==> config.mk <==
export PLATFORM = sky130hd
export DESIGN_NAME = rsa_encoder
export DESIGN_NICKNAME = d
export VERILOG_FILES = /design/src/rtl/rsa_pkg.sv /design/src/rtl/montgomery_mul.sv /design/src/rtl/rsa_encoder.sv
export SDC_FILE = /design/constraint.sdc
export NUM_CORES = 1
export LEC_CHECK = 0
export ABC_AREA = 1
export ABC_CLOCK_PERIOD_IN_PS = 9000
export CAP_MARGIN = 20
export CORE_AREA = 2 2 120 122
export DETAILED_ROUTE_END_ITERATION = 16
export DIE_AREA = 0 0 122 124
export PLACE_DENSITY = 0.74
export SYNTH_ARGS = -nofsm -noshare
export SYNTH_HDL_FRONTEND = slang
export SYNTH_SLANG_ARGS = --single-unit
==> constraint.sdc <==
create_clock -name clk -period 9 [get_ports clk]
set_input_delay 1.8 -clock clk [delete_from_list [all_inputs] [get_ports clk]]
set_output_delay 1.8 -clock clk [all_outputs]
set_load 0.05 [all_outputs]
==> src/rtl/rsa_pkg.sv <==
// rsa_pkg: shared FSM state encoding and Montgomery step-count helper for rsa_encoder.
package rsa_pkg;

    typedef enum logic [2:0] {
        IDLE,
        TO_MONT,
        EXP_SQR,
        EXP_MUL,
        FROM_MONT,
        DONE
    } state_t;

    // Number of digit steps one Montgomery multiply takes: ceil(n_bit/logr).
    function automatic int MM_STEPS(input int n_bit, input int logr);
        return (n_bit + logr - 1) / logr;
    endfunction

endpackage

==> src/rtl/montgomery_mul.sv <==
// montgomery_mul: radix-2^logr Montgomery multiplier, result = a*b*2^-n_bit mod n.
// Ports: clk, rst_n (async active-low), start (load a/b and begin), a, b (operands < n),
//        result (valid with done), done (one-cycle pulse, ceil(n_bit/logr)+1 cycles after start).
module montgomery_mul import rsa_pkg::*; #(
    parameter int n     = 79,
    parameter int n_bit = 7,
    parameter int logr  = 3,
    parameter int p     = 1
) (
    input  logic             clk,
    input  logic             rst_n,
    input  logic             start,
    input  logic [n_bit-1:0] a,
    input  logic [n_bit-1:0] b,
    output logic [n_bit-1:0] result,
    output logic             done
);

    localparam int W     = n_bit + logr + 2;
    localparam int STEPS = MM_STEPS(n_bit, logr);
    localparam int CW    = $clog2(STEPS + 1);

    logic [W-1:0]     t, t1, t2, q, mask, digit;
    logic [n_bit-1:0] a_sh, b_r;
    logic [CW-1:0]    cnt;
    logic             busy;
    int               rem, w;

    // The last step may consume fewer than logr bits; q is reduced to the same width
    // so the shift always clears exactly the zeroed low bits.
    always_comb begin
        rem   = n_bit - int'(cnt) * logr;
        w     = (rem < logr) ? ((rem > 0) ? rem : 0) : logr;
        mask  = (W'(1) << w) - W'(1);
        digit = W'(a_sh) & mask;
        t1    = t + digit * W'(b_r);
        q     = (t1 * W'(p)) & mask;
        t2    = (t1 + q * W'(n)) >> w;
    end

    always_ff @(posedge clk or negedge rst_n) begin
        if (!rst_n) begin
            t      <= '0;
            a_sh   <= '0;
            b_r    <= '0;
            cnt    <= '0;
            busy   <= 1'b0;
            result <= '0;
            done   <= 1'b0;
        end else begin
            done <= 1'b0;
            if (start && !busy) begin
                a_sh <= a;
                b_r  <= b;
                t    <= '0;
                cnt  <= '0;
                busy <= 1'b1;
            end else if (busy) begin
                if (cnt == CW'(STEPS)) begin
                    // T < 2n here, so one conditional subtract finishes the reduction.
                    result <= (t >= W'(n)) ? n_bit'(t - W'(n)) : n_bit'(t);
                    done   <= 1'b1;
                    busy   <= 1'b0;
                end else begin
                    t    <= t2;
                    a_sh <= a_sh >> logr;
                    cnt  <= cnt + CW'(1);
                end
            end
        end
    end

endmodule

==> src/rtl/rsa_encoder.sv <==
// rsa_encoder: RSA encryption data_out = data_in^e mod n via left-to-right Montgomery exponentiation.
// Ports: clk, rst_n (async active-low), start (level request, sampled in IDLE/DONE),
//        data_in (plaintext), data_out (ciphertext, held until next result), done (result valid).
// Option: define RSA_INPUT_REDUCE_EN to reduce a latched plaintext m >= n to m-n.
module rsa_encoder import rsa_pkg::*; #(
    parameter int n      = 79,
    parameter int n_bit  = 7,
    parameter int logr   = 3,
    parameter int p      = 1,
    parameter int Rmodn  = 49,
    parameter int R2modn = 31,
    parameter int e      = 5,
    parameter int e_bit  = 3
) (
    input  logic             clk,
    input  logic             rst_n,
    input  logic             start,
    input  logic [n_bit-1:0] data_in,
    output logic [n_bit-1:0] data_out,
    output logic             done
);

    localparam int               IW = (e_bit > 1) ? $clog2(e_bit) : 1;
    localparam logic [e_bit-1:0] E  = e_bit'(e);
    localparam logic [n_bit-1:0] NN = n_bit'(n);
    localparam logic [n_bit-1:0] RM = n_bit'(Rmodn);
    localparam logic [n_bit-1:0] R2 = n_bit'(R2modn);

    state_t           state, bit_next;
    logic [n_bit-1:0] x_r, acc, mm_a, mm_b, mm_res, m_in, op_a, op_b;
    logic [IW-1:0]    idx;
    logic             issued, mm_start, mm_done, mm_state, fin;

`ifdef RSA_INPUT_REDUCE_EN
    // data_in < 2^n_bit < 2n, so a single subtraction fully reduces it.
    assign m_in = (data_in >= NN) ? data_in - NN : data_in;
`else
    assign m_in = data_in;
`endif

    assign mm_state = state == TO_MONT || state == EXP_SQR || state == EXP_MUL || state == FROM_MONT;
    assign fin      = issued && mm_done;
    assign bit_next = (idx == '0) ? FROM_MONT : EXP_SQR;

    always_comb begin
        op_a = (state == TO_MONT) ? x_r : acc;
        op_b = (state == TO_MONT) ? R2 : (state == EXP_SQR) ? acc : (state == EXP_MUL) ? x_r : n_bit'(1);
    end

    montgomery_mul #(.n(n), .n_bit(n_bit), .logr(logr), .p(p)) u_mm (
        .clk    (clk),
        .rst_n  (rst_n),
        .start  (mm_start),
        .a      (mm_a),
        .b      (mm_b),
        .result (mm_res),
        .done   (mm_done)
    );

    // Each multiplying state first issues one MM (issued=0), then waits for its done pulse.
    always_ff @(posedge clk or negedge rst_n) begin
        if (!rst_n) begin
            state    <= IDLE;
            x_r      <= '0;
            acc      <= '0;
            idx      <= '0;
            mm_a     <= '0;
            mm_b     <= '0;
            mm_start <= 1'b0;
            issued   <= 1'b0;
            data_out <= '0;
            done     <= 1'b0;
        end else begin
            mm_start <= 1'b0;
            if (mm_state && !issued) begin
                mm_a     <= op_a;
                mm_b     <= op_b;
                mm_start <= 1'b1;
                issued   <= 1'b1;
            end
            if (fin) issued <= 1'b0;
            case (state)
                IDLE: if (start) begin
                    x_r   <= m_in;
                    state <= TO_MONT;
                end
                TO_MONT: if (fin) begin
                    x_r   <= mm_res;
                    acc   <= RM;
                    idx   <= IW'(e_bit - 1);
                    state <= EXP_SQR;
                end
                EXP_SQR: if (fin) begin
                    acc   <= mm_res;
                    state <= E[idx] ? EXP_MUL : bit_next;
                    if (!E[idx]) idx <= idx - IW'(1);
                end
                EXP_MUL: if (fin) begin
                    acc   <= mm_res;
                    state <= bit_next;
                    idx   <= idx - IW'(1);
                end
                FROM_MONT: if (fin) begin
                    data_out <= mm_res;
                    done     <= 1'b1;
                    state    <= DONE;
                end
                DONE: if (!start) begin
                    done  <= 1'b0;
                    state <= IDLE;
                end
                default: state <= IDLE;
            endcase
        end
    end

endmodule

==> run_results.csv, run 1 <==
group,metric,value,unit
sta,hold_viol,0,
synth,synth_top_area_share,26.8,%
clock_network,cts_tree,"yes",
global_route,gr-usage-met2,39.3,%
clock_network,cts.clk_slew.worst_paths,60,ps
global_route,grt_max_degree,81,
worst_setup_path,slowest_stage,"fa_1",
synth,synth_seq_cells,80,
min_path,holdPathEnd,"mm_b[0]",
floorplan,die_h,124,um
synth,synth.yosys.seq_area_share,26.8,%
sta,drv_slew,0,
placement,place_inst,1147,
placement,hpwl,13400,um
placement,gp_congestion,0.941,
synth,ys_types,41,
sta,max_slew_margin,32.7,%
clock_network,ctsHoldBuffers,0,
routing,drc,0,
worst_setup_path,crit_family,"adder cells",
layout,drive_gt1_share,7.60,%
layout,finalNetCount,1114,
placement,place.port_buffers,17,
layout,mostFrequentLayoutCells,"inv_1, nand2_1, dfrtp_1",
synth,synth_area,7460,um^2
worst_setup_path,critPathBufInv,11,
worst_setup_path,rr_worst_depth,47,
clock_network,cts-root-buf,"clkbuf_16",
sta,fin_tns_setup,0,ps
sta,period_needed,8430,ps
sta,setup_viol,0,
clock_network,clock_latency,330,ps
routing,detail_route.vias_per_cell,5.16,
synth,synth_edf_count,0,
global_route,grt_usage,23.7,%
worst_setup_path,end_kind,"register",
floorplan,dieArea,15100,um^2
routing,vias,6019,
floorplan,die_width,122,um
sta,grt_setup_unrepaired,"no",
worst_setup_path,critical_path.max_fanout,15,
worst_setup_path,cp_slowest_stage_delay,550,ps
worst_setup_path,path_common_cell,"inv_1",
layout,stdcell_count,1167,
synth,avgSynthCellArea,7.84,um^2
global_route,met1_usage,33.1,%
global_route,busiest_layer,"met2",
synth,synthTopCellsByArea,"dfrtp_1, fa_1, inv_1",
layout,final_common_cell,"inv_1",
global_route,met3_usage,3.02,%
global_route,grt_pass1_wl,28200,um
flow_run,cap_viol_max_count,0,
worst_setup_path,critical_path_required,9270,ps
routing,routedWlPerCell,14.2,um
worst_setup_path,timing.rr.start,"u_mm.cnt[0]",
worst_setup_path,cp-start-kind,"register",
worst_setup_path,path_class,"reg -> reg",
worst_setup_path,r2r_setup_slack,570,ps
synth,yosysTopAreaCell,"dfrtp_1",
sta,fin_worst_skew,4.95,ps
floorplan,io_pins,18,
routing,drtIter0Drc,360,
routing,first_pass_iters,5,
synth,synthCells,952,
min_path,hold_depth,2,
worst_setup_path,rr_endpoint,"u_mm.t[8]",
layout,num_antenna_cells,0,
clock_network,cts_made_buffers,9,
layout,fin_util,59.7,%
routing,drtAntennaViolNets,0,
clock_network,cts.sinks,80,
global_route,antenna_found_initial,0,
layout,syn2layout_area_growth,9.78,%
floorplan,fp-row-count,43,
global_route,grt_pass1_vias,5914,
floorplan,core,13700,um^2
routing,wirelength,16600,um
floorplan,initial_core_util,54.4,%
clock_network,htreeDepth,3,
clock_network,clk_path_buf_depth,2,
run_status,status,"finished clean",
sta,worst_slew_pin_slew,1010,ps
synth,async_reset_ff_share,100,%
global_route,grt.overflow.total,0,
synth,synthFlopType,"dfrtp_1",
min_path,hp-class,"reg -> reg",
sta,max_freq,0.119,GHz
worst_setup_path,arrival,8710,ps
min_path,min_from,"mm_b[0]",
synth,yosysWarnings,0,
sta,finalCritPeriodShare,93.7,%
-- state kept, by name (all words and copies together), names as in the netlist --
name         flops
mm_start         1
mm_b             7
x_r              7
data_out         7
issued           1
acc              7
mm_a             7
u_mm.a_sh        7
u_mm.busy        1
u_mm.b_r         7
idx              2
state            3
u_mm.cnt         2
u_mm.t          12
u_mm.done        1
u_mm.result      7
done             1
-- how the worst max path moves through the flow --
stage / start / endpoint / slack (ps) / depth (start not counted)
floorplan: u_mm.cnt[1] / u_mm.t[9] / 490 / 42
global placement: u_mm.cnt[1] / u_mm.t[9] / 490 / 38
detailed placement: u_mm.cnt[1] / u_mm.t[9] / 270 / 38
CTS: u_mm.cnt[1] / u_mm.t[8] / 250 / 46
global route: u_mm.cnt[0] / u_mm.t[11] / 20 / 47
finish: u_mm.cnt[0] / u_mm.t[8] / 570 / 47
-- cell type report --
cell class              count  area [um^2]
fillers                  1274         5530
multi-input cells         637         4540
flip-flops and latches     80         2000
inverters                 226          848
repair buffers             28          270
clock buffers               9          225
well taps                 180          225
clock inverters             7         80.1
-- synthesized netlist by cell type (all sizes together) (2+ instances only) --
| master | instances |
|---|---|
| or2 | 5 |
| conb | 2 |
| ha | 59 |
| nand3 | 39 |
| o211ai | 10 |
| xnor2 | 3 |
| a21oi | 17 |
| nor3 | 7 |
| xor2 | 10 |
| a22oi | 8 |
| o2111ai | 2 |
| clkbuf | 12 |
| o21a | 4 |
| o21bai | 3 |
| fa | 63 |
| o22ai | 11 |
| inv | 226 |
| o21ai | 75 |
| nand2 | 190 |
| nand4 | 10 |
| a21o | 2 |
| buf | 5 |
| dfrtp | 80 |
| nor2 | 87 |
| a31oi | 12 |
| o31ai | 4 |
| nand3b | 4 |
-- stage by stage --
stage | hold slack (ps) | setup slack, ps | area, um^2
4_1_cts | 494 | 248 | 8120
3_3_place_gp | 470 | 491 | 7810
6_report | 493 | 566 | 8190
2_1_floorplan | 453 | 485 | 7490
5_1_grt | 511 | 23.1 | 8190
3_5_place_dp | 478 | 270 | 7810
-- kinds of logic (layout without fill, tap and decap cells) --
group           Yosys count  after routing  synth area share [%]
fa+ha+maj               122            122                  26.8
xor+xnor                 13             13                  1.53
simple gates            343            343                  20.0
buf+inv                 243            270                  13.0
flops                    80             80                  26.8
other cells               2             10                 0.101
compound gates          149            149                  11.7
-- metal layers --
layer | share of wire (%) | wire (um)
met5 | 0 | 0
met4 | 2.6 | 425
met3 | 3.7 | 620
met2 | 47 | 7730
met1 | 47 | 7800
-- worst min-delay path: stages (launching register included) --
cell,delay [ps]
dfrtp_1,350
nand2_1,50
o21ai_0,60
-- what timing repair did --
item / CTS / global route
endpoints found under the setup margin: 0 / 6
buffers inserted: 0 / 3
resized for setup: 0 / 9
Power of run 1 is left out: the tool's default activity adds up to more than one toggle a clock period on the data nets, which glitch-free logic cannot reach.
==> inputs of run 2 (changes only) <==
--- a/config.mk
+++ b/config.mk
@@ -6,7 +6,7 @@
 export NUM_CORES = 1
 export LEC_CHECK = 0
 export ABC_AREA = 1
-export ABC_CLOCK_PERIOD_IN_PS = 9000
+export ABC_CLOCK_PERIOD_IN_PS = 7700
 export CAP_MARGIN = 20
 export CORE_AREA = 2 2 120 122
 export DETAILED_ROUTE_END_ITERATION = 16
==> constraint.sdc (replaced) <==
create_clock -name clk -period 7.7 [get_ports clk]
set_input_delay 1.54 -clock clk [delete_from_list [all_inputs] [get_ports clk]]
set_output_delay 1.54 -clock clk [all_outputs]
set_load 0.05 [all_outputs]
==> run_results.csv, run 2 (same netlist as run 1, synthesis figures left out) <==
group,metric,value,unit
routing,routedWlPerCell,14.9,um
routing,drc,0,
global_route,grt_pass1_vias,6456,
sta,setup_slack,-226,ps
sta,timing.hold.ws,494,ps
worst_setup_path,path_class,"reg -> reg",
sta,drv_slew,0,
clock_network,ctsHoldBuffers,0,
worst_setup_path,arrival,8200,ps
floorplan,fp-row-count,43,
flow_run,cap_viol_max_count,0,
routing,drtIter0Drc,319,
worst_setup_path,critical_path.max_fanout,6,
layout,nFillCells,1080,
sta,max_slew_margin,36.3,%
global_route,grt.overflow.total,0,
floorplan,initial_core_util,54.4,%
floorplan,die_h,124,um
global_route,met3_usage,3.16,%
layout,multiInputGateArea,4980,um^2
sta,grt_setup_unrepaired,"yes",
routing,wirelength,18800,um
clock_network,cts_made_buffers,9,
global_route,met1_usage,31.4,%
clock_network,cts_tree,"yes",
routing,first_pass_iters,5,
worst_setup_path,critPathBufInv,31,
clock_network,clock_latency,340,ps
min_path,min_from,"mm_a[6]",
global_route,gr-usage-met2,45.7,%
run_status,violations,"setup timing",
worst_setup_path,end_kind,"register",
floorplan,dieArea,15100,um^2
layout,drive_gt1_share,23.0,%
sta,hold_viol,0,
layout,max_flop_register,"u_mm.t",
min_path,hp-class,"reg -> reg",
layout,mostFrequentLayoutCells,"inv_1, nand2_1, buf_4",
placement,place.port_buffers,17,
layout,largest_reg_flops,12,
floorplan,io_pins,18,
clock_network,cts.clk_slew.worst_paths,60,ps
sta,fin_worst_skew,6.54,ps
worst_setup_path,critical_path_required,7980,ps
layout,num_antenna_cells,0,
worst_setup_path,cp-start-kind,"register",
global_route,antenna_found_initial,0,
global_route,grt_max_degree,81,
sta,finalCritPeriodShare,103,%
worst_setup_path,startpoint,"u_mm.cnt[0]",
worst_setup_path,path_common_cell,"buf_4",
sta,fin_tns_setup,-869,ps
floorplan,die_width,122,um
routing,drtAntennaViolNets,0,
layout,finalNetCount,1208,
routing,vias,6463,
floorplan,core,13700,um^2
clock_network,cts.sinks,80,
layout,final_common_cell,"inv_1",
worst_setup_path,timing.rr.start,"u_mm.cnt[0]",
placement,gp_congestion,0.905,
global_route,grt_pass1_wl,30300,um
global_route,grt_usage,25.6,%
clock_network,clk_path_buf_depth,2,
clock_network,htreeDepth,3,
global_route,busiest_layer,"met2",
placement,hpwl,13700,um
run_status,status,"finished, violations left",
sta,setup_viol,5,
routing,detail_route.vias_per_cell,5.13,
worst_setup_path,slowest_stage,"fa_1",
sta,worst_slew_pin_slew,956,ps
sta,period_needed,7930,ps
placement,place_ws,-373,ps
worst_setup_path,crit_family,"buffers and inverters",
clock_network,cts-root-buf,"clkbuf_16",
sta,max_freq,0.126,GHz
layout,syn2layout_area_growth,25.6,%
layout,seqCellArea,2000,um^2
worst_setup_path,cp_slowest_stage_delay,510,ps
run 2: cell count changes in the layout (fill, tap and decap cells not counted), moves of 6 or more:
cell / change
inv_2: +12
nand2_2: +10
nand3_1: -9
ha_4: +15
nor2_1: -14
nand3_2: +9
inv_1: -15
nand2_1: -14
nor2_2: +8
nor2_4: +6
ha_1: -15
buf_4: +92
run 2: final cells by class:
cell class	count	area share, %
Multi-Input combinational cell	637	53.1
Sequential cell	80	21.4
Timing Repair Buffer	122	10.5
Inverter	226	9.14
Clock buffer	10	2.44
Tap cell	180	2.40
Clock inverter	6	0.989
run 2: repair_timing:
item,CTS,global route
pin swaps,24,34
resized for setup,30,54
setup buffers,33,11
endpoints found under the setup margin,7,10
endpoints found under the hold margin,0,0
run 2: stage by stage:
step | area [um^2] | utilization (%) | cells
floorplan | 7670 | - | 960
global placement | 8380 | 61.1 | 1201
detailed placement | 8380 | 61.1 | 1201
CTS | 9070 | 66.1 | 1250
global route | 9370 | 68.3 | 1261
finish | 9370 | 68.3 | 1261
run 2: tightest hold or removal path: cells and delay by family, from the launching register on:
kind / cells / cell delay (ps)
AOI/OAI and AO/OA: 1 / 60
DFF: 1 / 340
and+or+nand+nor: 1 / 50
run 2: path summary, 6_finish.rpt:
check	endpoint	slack [ps]	cells past startpoint
max reg2reg	u_mm.t[8]	-230	57
min	u_mm.a_sh[6]	490	2
min reg2reg	u_mm.a_sh[6]	490	2
min in group asynchronous	x_r[1]	1030	1
max in group asynchronous	u_mm.cnt[1]	6070	2
max	u_mm.t[8]	-230	57
run 2: per-layer routing:
layer	up-vias	wire length, um
met5	-	0
met4	0	580
met3	43	591
met2	152	9660
met1	3057	7980
li1	3211	-
Power of run 2 is left out for the same reason.
